## src/rtl/crg_pkg.sv

```systemverilog
// Purpose: shared widths, FSM state enum and xoshiro256** state type for the seed expander.
// Latency: n/a (type and constant definitions only).
// Backpressure: n/a.
package crg_pkg;

  localparam int WORD_W   = 64;
  localparam int N_WORDS  = 12;
  localparam int LEN_SEED = 4 * WORD_W;
  localparam int LEN_OUT  = N_WORDS * WORD_W;

  typedef enum logic [1:0] {
    IDLE = 2'd0,
    LOAD = 2'd1,
    STEP = 2'd2,
    FIN  = 2'd3
  } crg_state_t;

  // s3 is the most significant field so a 256-bit seed maps straight onto s0..s3
  typedef struct packed {
    logic [WORD_W-1:0] s3;
    logic [WORD_W-1:0] s2;
    logic [WORD_W-1:0] s1;
    logic [WORD_W-1:0] s0;
  } xo_state_t;

  // 64-bit rotate left; k is always a constant 1..63 at the call sites
  function automatic logic [WORD_W-1:0] rotl64(input logic [WORD_W-1:0] x, input int unsigned k);
    return (x << k) | (x >> (WORD_W - k));
  endfunction

endpackage

```

## src/rtl/xoshiro256ss_step.sv

```systemverilog
// Purpose: one combinational xoshiro256** step: output word from current state plus next state.
// Latency: 0 cycles (pure combinational).
// Backpressure: none; the caller decides when to register the result.
module xoshiro256ss_step
  import crg_pkg::*;
(
  input  xo_state_t         cur,
  output xo_state_t         nxt,
  output logic [WORD_W-1:0] result
);

  logic [WORD_W-1:0] s1_x5;
  logic [WORD_W-1:0] rot;
  logic [WORD_W-1:0] t;
  logic [WORD_W-1:0] s2_a;
  logic [WORD_W-1:0] s3_a;

  // Scrambler: rotl(s1*5, 7)*9 with the constant multiplies done as shift+add
  assign s1_x5  = (cur.s1 << 2) + cur.s1;
  assign rot    = rotl64(s1_x5, 7);
  assign result = (rot << 3) + rot;

  // Linear state update; the xor chain order matters (s1 uses updated s2, s0 uses updated s3)
  assign t      = cur.s1 << 17;
  assign s2_a   = cur.s2 ^ cur.s0;
  assign s3_a   = cur.s3 ^ cur.s1;
  assign nxt.s1 = cur.s1 ^ s2_a;
  assign nxt.s0 = cur.s0 ^ s3_a;
  assign nxt.s2 = s2_a ^ t;
  assign nxt.s3 = rotl64(s3_a, 45);

endmodule

```

## src/rtl/crg_prg_expander.sv

```systemverilog
// Purpose: expands a 256-bit seed into 768 bits via twelve xoshiro256** steps (optional zero-seed trap: CRG_ZERO_SEED_CHECK_EN).
// Latency: 14 cycles run->done (2 with a trapped zero seed); one result per 15 cycles at most.
// Backpressure: none; run is only accepted in IDLE and ignored while busy or in FIN.
module crg_prg_expander
  import crg_pkg::*;
(
  input  logic                clk,
  input  logic                rst_n,
  input  logic                run,
  input  logic [LEN_SEED-1:0] seed,
  output logic                busy,
  output logic                done,
  output logic                valid,
  output logic                err_zero_seed,
  output logic [LEN_OUT-1:0]  dout
);

  crg_state_t        state;
  xo_state_t         xo;
  xo_state_t         xo_nxt;
  logic [WORD_W-1:0] word;
  logic [3:0]        cnt;

  xoshiro256ss_step u_step (
    .cur    (xo),
    .nxt    (xo_nxt),
    .result (word)
  );

`ifdef CRG_ZERO_SEED_CHECK_EN
  logic seed_zero;
  assign seed_zero = (seed == '0);
`else
  assign err_zero_seed = 1'b0;
`endif

  // Control FSM with registered outputs; generator state and result register update alongside
  always_ff @(posedge clk or negedge rst_n) begin
    if (!rst_n) begin
      state <= IDLE;
      xo    <= '0;
      cnt   <= '0;
      busy  <= 1'b0;
      done  <= 1'b0;
      valid <= 1'b0;
      dout  <= '0;
`ifdef CRG_ZERO_SEED_CHECK_EN
      err_zero_seed <= 1'b0;
`endif
    end else begin
      case (state)
        IDLE: begin
          done <= 1'b0;
          if (run) begin
            // a new run invalidates the previous result immediately
            state <= LOAD;
            busy  <= 1'b1;
            valid <= 1'b0;
            dout  <= '0;
          end
        end
        LOAD: begin
          xo  <= xo_state_t'(seed);
          cnt <= '0;
`ifdef CRG_ZERO_SEED_CHECK_EN
          if (seed_zero) begin
            // all-zero state is a fixed point of the generator: flag it and skip the steps
            err_zero_seed <= 1'b1;
            state         <= FIN;
            busy          <= 1'b0;
            done          <= 1'b1;
          end else begin
            err_zero_seed <= 1'b0;
            state         <= STEP;
          end
`else
          state <= STEP;
`endif
        end
        STEP: begin
          dout[cnt*WORD_W +: WORD_W] <= word;
          xo  <= xo_nxt;
          cnt <= cnt + 4'd1;
          if (cnt == 4'(N_WORDS - 1)) begin
            state <= FIN;
            busy  <= 1'b0;
            done  <= 1'b1;
            valid <= 1'b1;
          end
        end
        FIN: begin
          done  <= 1'b0;
          state <= IDLE;
        end
        default: begin
          state <= IDLE;
        end
      endcase
    end
  end

endmodule

```

## config.mk

```make
export PLATFORM = sky130hd
export DESIGN_NAME = crg_prg_expander
export DESIGN_NICKNAME = d
export VERILOG_FILES = /design/src/rtl/crg_pkg.sv /design/src/rtl/xoshiro256ss_step.sv /design/src/rtl/crg_prg_expander.sv
export SDC_FILE = /design/constraint.sdc
export NUM_CORES = 2
export LEC_CHECK = 0
export CAP_MARGIN = 20
export CELL_PAD_IN_SITES_DETAIL_PLACEMENT = 2
export CELL_PAD_IN_SITES_GLOBAL_PLACEMENT = 2
export CORE_AREA = 2 2 401 403
export DETAILED_ROUTE_END_ITERATION = 7
export DIE_AREA = 0 0 403 405
export PLACE_DENSITY_LB_ADDON = 0.1
export SYNTH_ARGS = -nofsm -noshare
export SYNTH_HDL_FRONTEND = slang
export SYNTH_SLANG_ARGS = --single-unit
export TNS_END_PERCENT = 50
```

## constraint.sdc

```tcl
create_clock -name clk -period 9 [get_ports clk]
set_input_delay 1.8 -clock clk [delete_from_list [all_inputs] [get_ports clk]]
set_output_delay 1.8 -clock clk [all_outputs]
set_load 0.01 [all_outputs]
```

Word level (Yosys, flattened, before mapping)

Cells that the tools add are included.

Register bits: 1,033
Output and inout bits: 772
Logic and storage cells: 53

Add/subtract/negate cells: 4
Eq/ne operators: 6
Bitwise logic cells: 7
Reductions and logical operators: 9
Shift operators: 2
Muxes and demuxes: 15

Operator list:

| operator                                                | count |
|---|---|
| case mux 768 bit (2 select lines)                       | 1 |
| bitwise mux 768 bit                                     | 1 |
| 2-to-1 mux 768 bit                                      | 1 |
| variable shift 64 x 34 -> 768 bit, first input constant | 1 |
| indexed part select 64 x 34 -> 768 bit                  | 1 |
| case mux 256 bit (2 select lines)                       | 1 |
| bitwise XOR 64 bit                                      | 5 |
| adder 64 bit                                            | 2 |
| bitwise OR 64 x 45 -> 64 bit                            | 1 |
| bitwise OR 64 x 7 -> 64 bit                             | 1 |
| negator 10 -> 34 bit                                    | 1 |
| case mux 2 bit (4 select lines)                         | 1 |
| case mux 4 bit (2 select lines)                         | 1 |
| case mux 1 bit (2 select lines)                         | 3 |
| AND reduction 2 bit                                     | 3 |
| nonzero test 2 bit                                      | 3 |
| adder 4 x 1 -> 4 bit, second input constant             | 1 |
| == test 2 bit, second input constant                    | 2 |
| == test 4 bit, second input constant                    | 1 |
| 2-to-1 mux 1 bit                                        | 4 |
| 2-to-1 mux 2 bit                                        | 2 |
| != test 2 bit, second input constant                    | 2 |
| AND reduction 3 bit                                     | 1 |
| == test 2 x 1 -> 1 bit, second input constant           | 1 |
| other kinds (2)                                         | 2 |

Depth between registers and ports, before layout

Depth after elaboration: 6
Gate-level depth with buffers: 28
Mapped depth without buffers: 26

Hierarchy

A second synthesis with hierarchy kept.

Cell total of the unflattened synthesis: 4,575
Area, all modules: 50,272.0 µm²

Modules (own cells, without submodules):

| module            | cells an instance | seq. area each (µm²) | instances | area each (µm²) |
|---|---|---|---|---|
| crg_prg_expander  | 3,255             | 25,849.8             | 1         | 40,692.8 |
| xoshiro256ss_step | 1,320             | 0.0                  | 1         | 9,579.2 |

Least setup slack after synthesis

OpenSTA, ideal clock, no wires.

Path kind: flip-flop to flip-flop
Start: register xo[86] (netlist bit)
End: register dout[505]
Data arrival time: 5.893 ns
Stages on the path, launching flop included: 28
Path slack: 2.981 ns
Setup time: 0.126 ns
Required time: 8.874 ns
Cell sequence: dfrtp_1 > ha_1 > buf_2 > a21o_1 > a21o_1 > a21oi_2 > o221ai_1 > a2111oi_2 > nor3_1 > a21oi_1 > and3b_1 > o21bai_1 > xor2_1 > clkbuf_1 > ha_1 > inv_1 > fa_1 > nand2b_1 > a211o_2 > a211oi_2 > nor4_2 > o211ai_2 > a31oi_2 > o21ai_2 > a221o_2 > mux2_4 > buf_6 > a221o_1

Word-level cells in the longest chain between the ends: 6

RTL lines:

| what                                   | RTL line                | source |
|---|---|---|
| start, declared                        | crg_prg_expander.sv:19  | `xo_state_t xo;` |
| start signal, assigned                 | crg_prg_expander.sv:63  | `xo <= xo_state_t'(seed);` |
| start signal, assigned                 | crg_prg_expander.sv:82  | `xo <= xo_nxt;` |
| adder 64 bit                           | xoshiro256ss_step.sv:19 | `assign s1_x5 = (cur.s1 << 2) + cur.s1;` |
| bitwise OR 64 x 7 -> 64 bit            | crg_pkg.sv:28           | `return (x << k) \| (x >> (WORD_W - k));` |
| adder 64 bit                           | xoshiro256ss_step.sv:21 | `assign result = (rot << 3) + rot;` |
| indexed part select 64 x 34 -> 768 bit | crg_prg_expander.sv:81  | `dout[cnt*WORD_W +: WORD_W] <= word;` |
| bitwise mux 768 bit                    | crg_prg_expander.sv:81  |  |
| case mux 768 bit (2 select lines)      | crg_prg_expander.sv:51  | `case (state)` |
| end signal, assigned by index          | crg_prg_expander.sv:81  |  |
| end, declared                          | crg_prg_expander.sv:15  | `output logic [LEN_OUT-1:0] dout` |

No other way between the ends.
A chain may end at the register's enable or synchronous reset.

Final worst setup path

Start: register xo[66] (netlist bit)
End: register dout[228]

Same word-level chain as after synthesis.

==> flow_summary.json <==
{
  "whs_ns": 0.486,
  "cp.arrival_ns": 8.36,
  "finalCritPeriodShare": 0.855,
  "nets": 5879,
  "fin_worst_skew_ns": 0.0680,
  "grt_max_degree": 204,
  "gr-total-overflow": 0,
  "period_minus_slack_ns": 7.69,
  "die_area_um2": 163000,
  "synth_edf_count": 0,
  "dieWidth_um": 403,
  "required_ns": 9.66,
  "worst_pin_slew_ns": 1.18,
  "routed_wl_mm": 263,
  "clock-root-buffer": "clkbuf_16",
  "reg2reg_setup_slack_ns": 1.31,
  "htreeDepth": 3,
  "placementRows": 147,
  "antenna_found_initial": 11,
  "place_hpwl_mm": 192,
  "crit_type": "register to register",
  "synth-seq-cells": 1033,
  "grtUsageTotal": 0.314,
  "rr_worst_depth": 25,
  "regArea_um2": 25800,
  "outcome": "finished, final reports clean",
  "ys_seq_area_frac": 0.525,
  "slew_headroom": 0.210,
  "rr_startpoint": "xo[66]$_DFFE_PN0P_",
  "timing.rr.end": "dout[228]$_DFFE_PN0P_",
  "drive_above_1_share": 0.0831,
  "post_cts_buffers": 0,
  "fin_tns_setup_ns": 0,
  "startpoint": "xo[66]$_DFFE_PN0P_",
  "cp-start-kind": "register",
  "cts_buffer_depth": 3,
  "ant_nets": 0,
  "area_delta_synth_final_pct": 33.8,
  "cts_hold_buf": 0,
  "core_um2": 159000,
  "first_pass_iters": 5,
  "yosysWarnings": 0,
  "setup_viol": 0,
  "synth_area_um2": 49200,
  "grt_pass1_wl_mm": 369,
  "cts_tree": "yes",
  "cts_sinks": 1033,
  "clk_latency_ns": 0.78,
  "clkTransAtPathRegs_ns": 0.06,
  "hold_violations": 0,
  "path_max_fanout": 12,
  "numCtsBuffers": 118,
  "netlist_instances": 4642,
  "grt_pass1_vias": 46400,
  "initial_core_util": 0.309,
  "avgSynthCellArea_um2": 10.6,
  "die_y_um": 405,
  "ys_types": 91,
  "fillers": 16600,
  "wl_per_cell_um": 34.3,
  "slew_viol_final": 0,
  "via_per_inst": 5.77,
  "gp_congestion": 0.865,
  "rsz0062_at_grt": "no",
  "dr_total_vias": 44300,
  "multi_input_area_um2": 22200,
  "drt_iter0_drc": 3130,
  "hold_class": "register to register",
  "portBuffers": 1029,
  "ioPinCount": 1031,
  "crit_end": "dout[228]$_DFFE_PN0P_",
  "synth_nets": 5032,
  "maxCapViolations": 0,
  "cts_resized": 0,
  "drc": 0,
  "critPathCaptureType": "register",
  "max_freq_mhz": 130,
  "synth_ff_type": "dfrtp_1",
  "async_reset_ff_frac": 1.00
}
-- routing by layer --
metal | GRT usage | up-vias | share of wire
met2 | 0.533 | 1430 | 0.49
met5 | 0 | - | 0.00025
li1 | - | 18900 | -
met4 | 0.149 | 10 | 0.053
met1 | 0.383 | 23600 | 0.40
met3 | 0.0621 | 378 | 0.060
-- Yosys cell counts (all sizes together) (62+ instances only) --
library cell | count | share of area
mux2 | 66 | 0.015
nand2 | 241 | 0.018
clkbuf | 328 | 0.026
xor2 | 204 | 0.036
o22ai | 195 | 0.025
buf | 62 | 0.0061
o21ai | 363 | 0.037
a21o | 96 | 0.015
xnor2 | 84 | 0.015
a21oi | 355 | 0.037
nor2 | 258 | 0.020
nand3 | 199 | 0.020
a22o | 639 | 0.11
ha | 129 | 0.033
dfrtp | 1033 | 0.53
-- logic make-up after synthesis --
| group | after synthesis | share of synthesized area |
|---|---|---|
| buffers and inverters | 434 | 0.0356 |
| AOI/OAI and AO/OA | 1811 | 0.256 |
| adders and majority gates | 131 | 0.0336 |
| other | 1 | 0.0000762 |
| and+or+nand+nor | 859 | 0.0791 |
| muxes | 84 | 0.0188 |
| xor gates and xnor gates | 289 | 0.0517 |
| DFF | 1033 | 0.525 |
-- how the worst min path moves through the flow --
| stage | end | slack [ns] | start | depth (start not counted) |
|---|---|---|---|---|
| detailed placement | dout[647]$_DFFE_PN0P_ | 0.47 | dout[647]$_DFFE_PN0P_ | 2 |
| floorplan | xo[210]$_DFFE_PN0P_ | 0.50 | xo[210]$_DFFE_PN0P_ | 1 |
| finish | dout[700]$_DFFE_PN0P_ | 0.49 | dout[700]$_DFFE_PN0P_ | 2 |
| global placement | dout[579]$_DFFE_PN0P_ | 0.46 | dout[579]$_DFFE_PN0P_ | 2 |
| CTS | dout[647]$_DFFE_PN0P_ | 0.49 | dout[647]$_DFFE_PN0P_ | 2 |
| global route | dout[705]$_DFFE_PN0P_ | 0.50 | dout[705]$_DFFE_PN0P_ | 2 |
-- per-stage QoR --
step	area, um2	std cells	utilization	setup WS, ns
after detailed placement	61900	7454	0.389	1.20
final	65800	7672	0.413	1.31
after CTS	65800	7668	0.413	1.18
after floorplan	49200	4642	-	2.98
after global placement	61900	7453	0.388	1.42
after global routing	65800	7669	0.413	0.786
-- layout by cell type, fill, tap and decap left out, types with 14 or more instances in the layout --
| cell | count |
|---|---|
| a21o_2 | 14 |
| buf_4 | 80 |
| a22o_1 | 639 |
| clkdlybuf4s50_1 | 1028 |
| o21ai_1 | 19 |
| dfrtp_1 | 1033 |
| ha_1 | 127 |
| a22oi_1 | 20 |
| xor2_1 | 186 |
| a21o_1 | 82 |
| inv_1 | 42 |
| nand4_1 | 44 |
| mux2_2 | 65 |
| nand3_1 | 199 |
| nand2_1 | 240 |
| o21ai_0 | 341 |
| mux2i_1 | 18 |
| clkbuf_1 | 31 |
| a31oi_1 | 14 |
| xnor2_1 | 52 |
| clkbuf_16 | 118 |
| o21bai_1 | 29 |
| nor3_1 | 25 |
| xnor2_2 | 30 |
| a21oi_1 | 350 |
| o22ai_1 | 195 |
| a221o_1 | 14 |
| nor2_1 | 252 |
| clkinv_2 | 22 |
| clkbuf_8 | 25 |
-- worst max-delay path, stage by stage, from the launching register on --
cell and delay, ns:
dfrtp_1 0.48, ha_1 0.26, fa_1 0.41, a21oi_1 0.20
o21ai_0 0.11, a21oi_1 0.38, o221a_2 0.31, a2111o_1 0.19
o211ai_2 0.14, a31oi_1 0.54, o21ai_1 0.26, a31o_2 0.32
nor4b_1 0.28, a211o_1 0.18, ha_1 0.22, a21o_1 0.14
a21o_1 0.15, a41oi_2 0.13, o21ai_1 0.50, a221oi_2 0.21
o21ai_1 0.50, nor2b_1 0.33, nor2_1 0.14, o21ai_0 0.35
xor2_2 0.58, a22o_1 0.26
-- sequential cells by signal, indices dropped and copies added, names as in the netlist --
name,count
done,1
xo,256
valid,1
state,2
dout,768
busy,1
cnt,4
-- area by class of cell --
type / instances / area share
Multi-Input combinational cell: 3175 / 0.337
Clock inverter: 40 / 0.00740
Clock buffer: 174 / 0.0519
Inverter: 43 / 0.00245
Tap cell: 2086 / 0.0397
Sequential cell: 1033 / 0.393
Timing Repair Buffer: 1118 / 0.168
Antenna cell: 3 / 0.000114
Power is left out: the tool's default activity adds up to more than one toggle a clock period on the data nets, which glitch-free logic cannot reach.
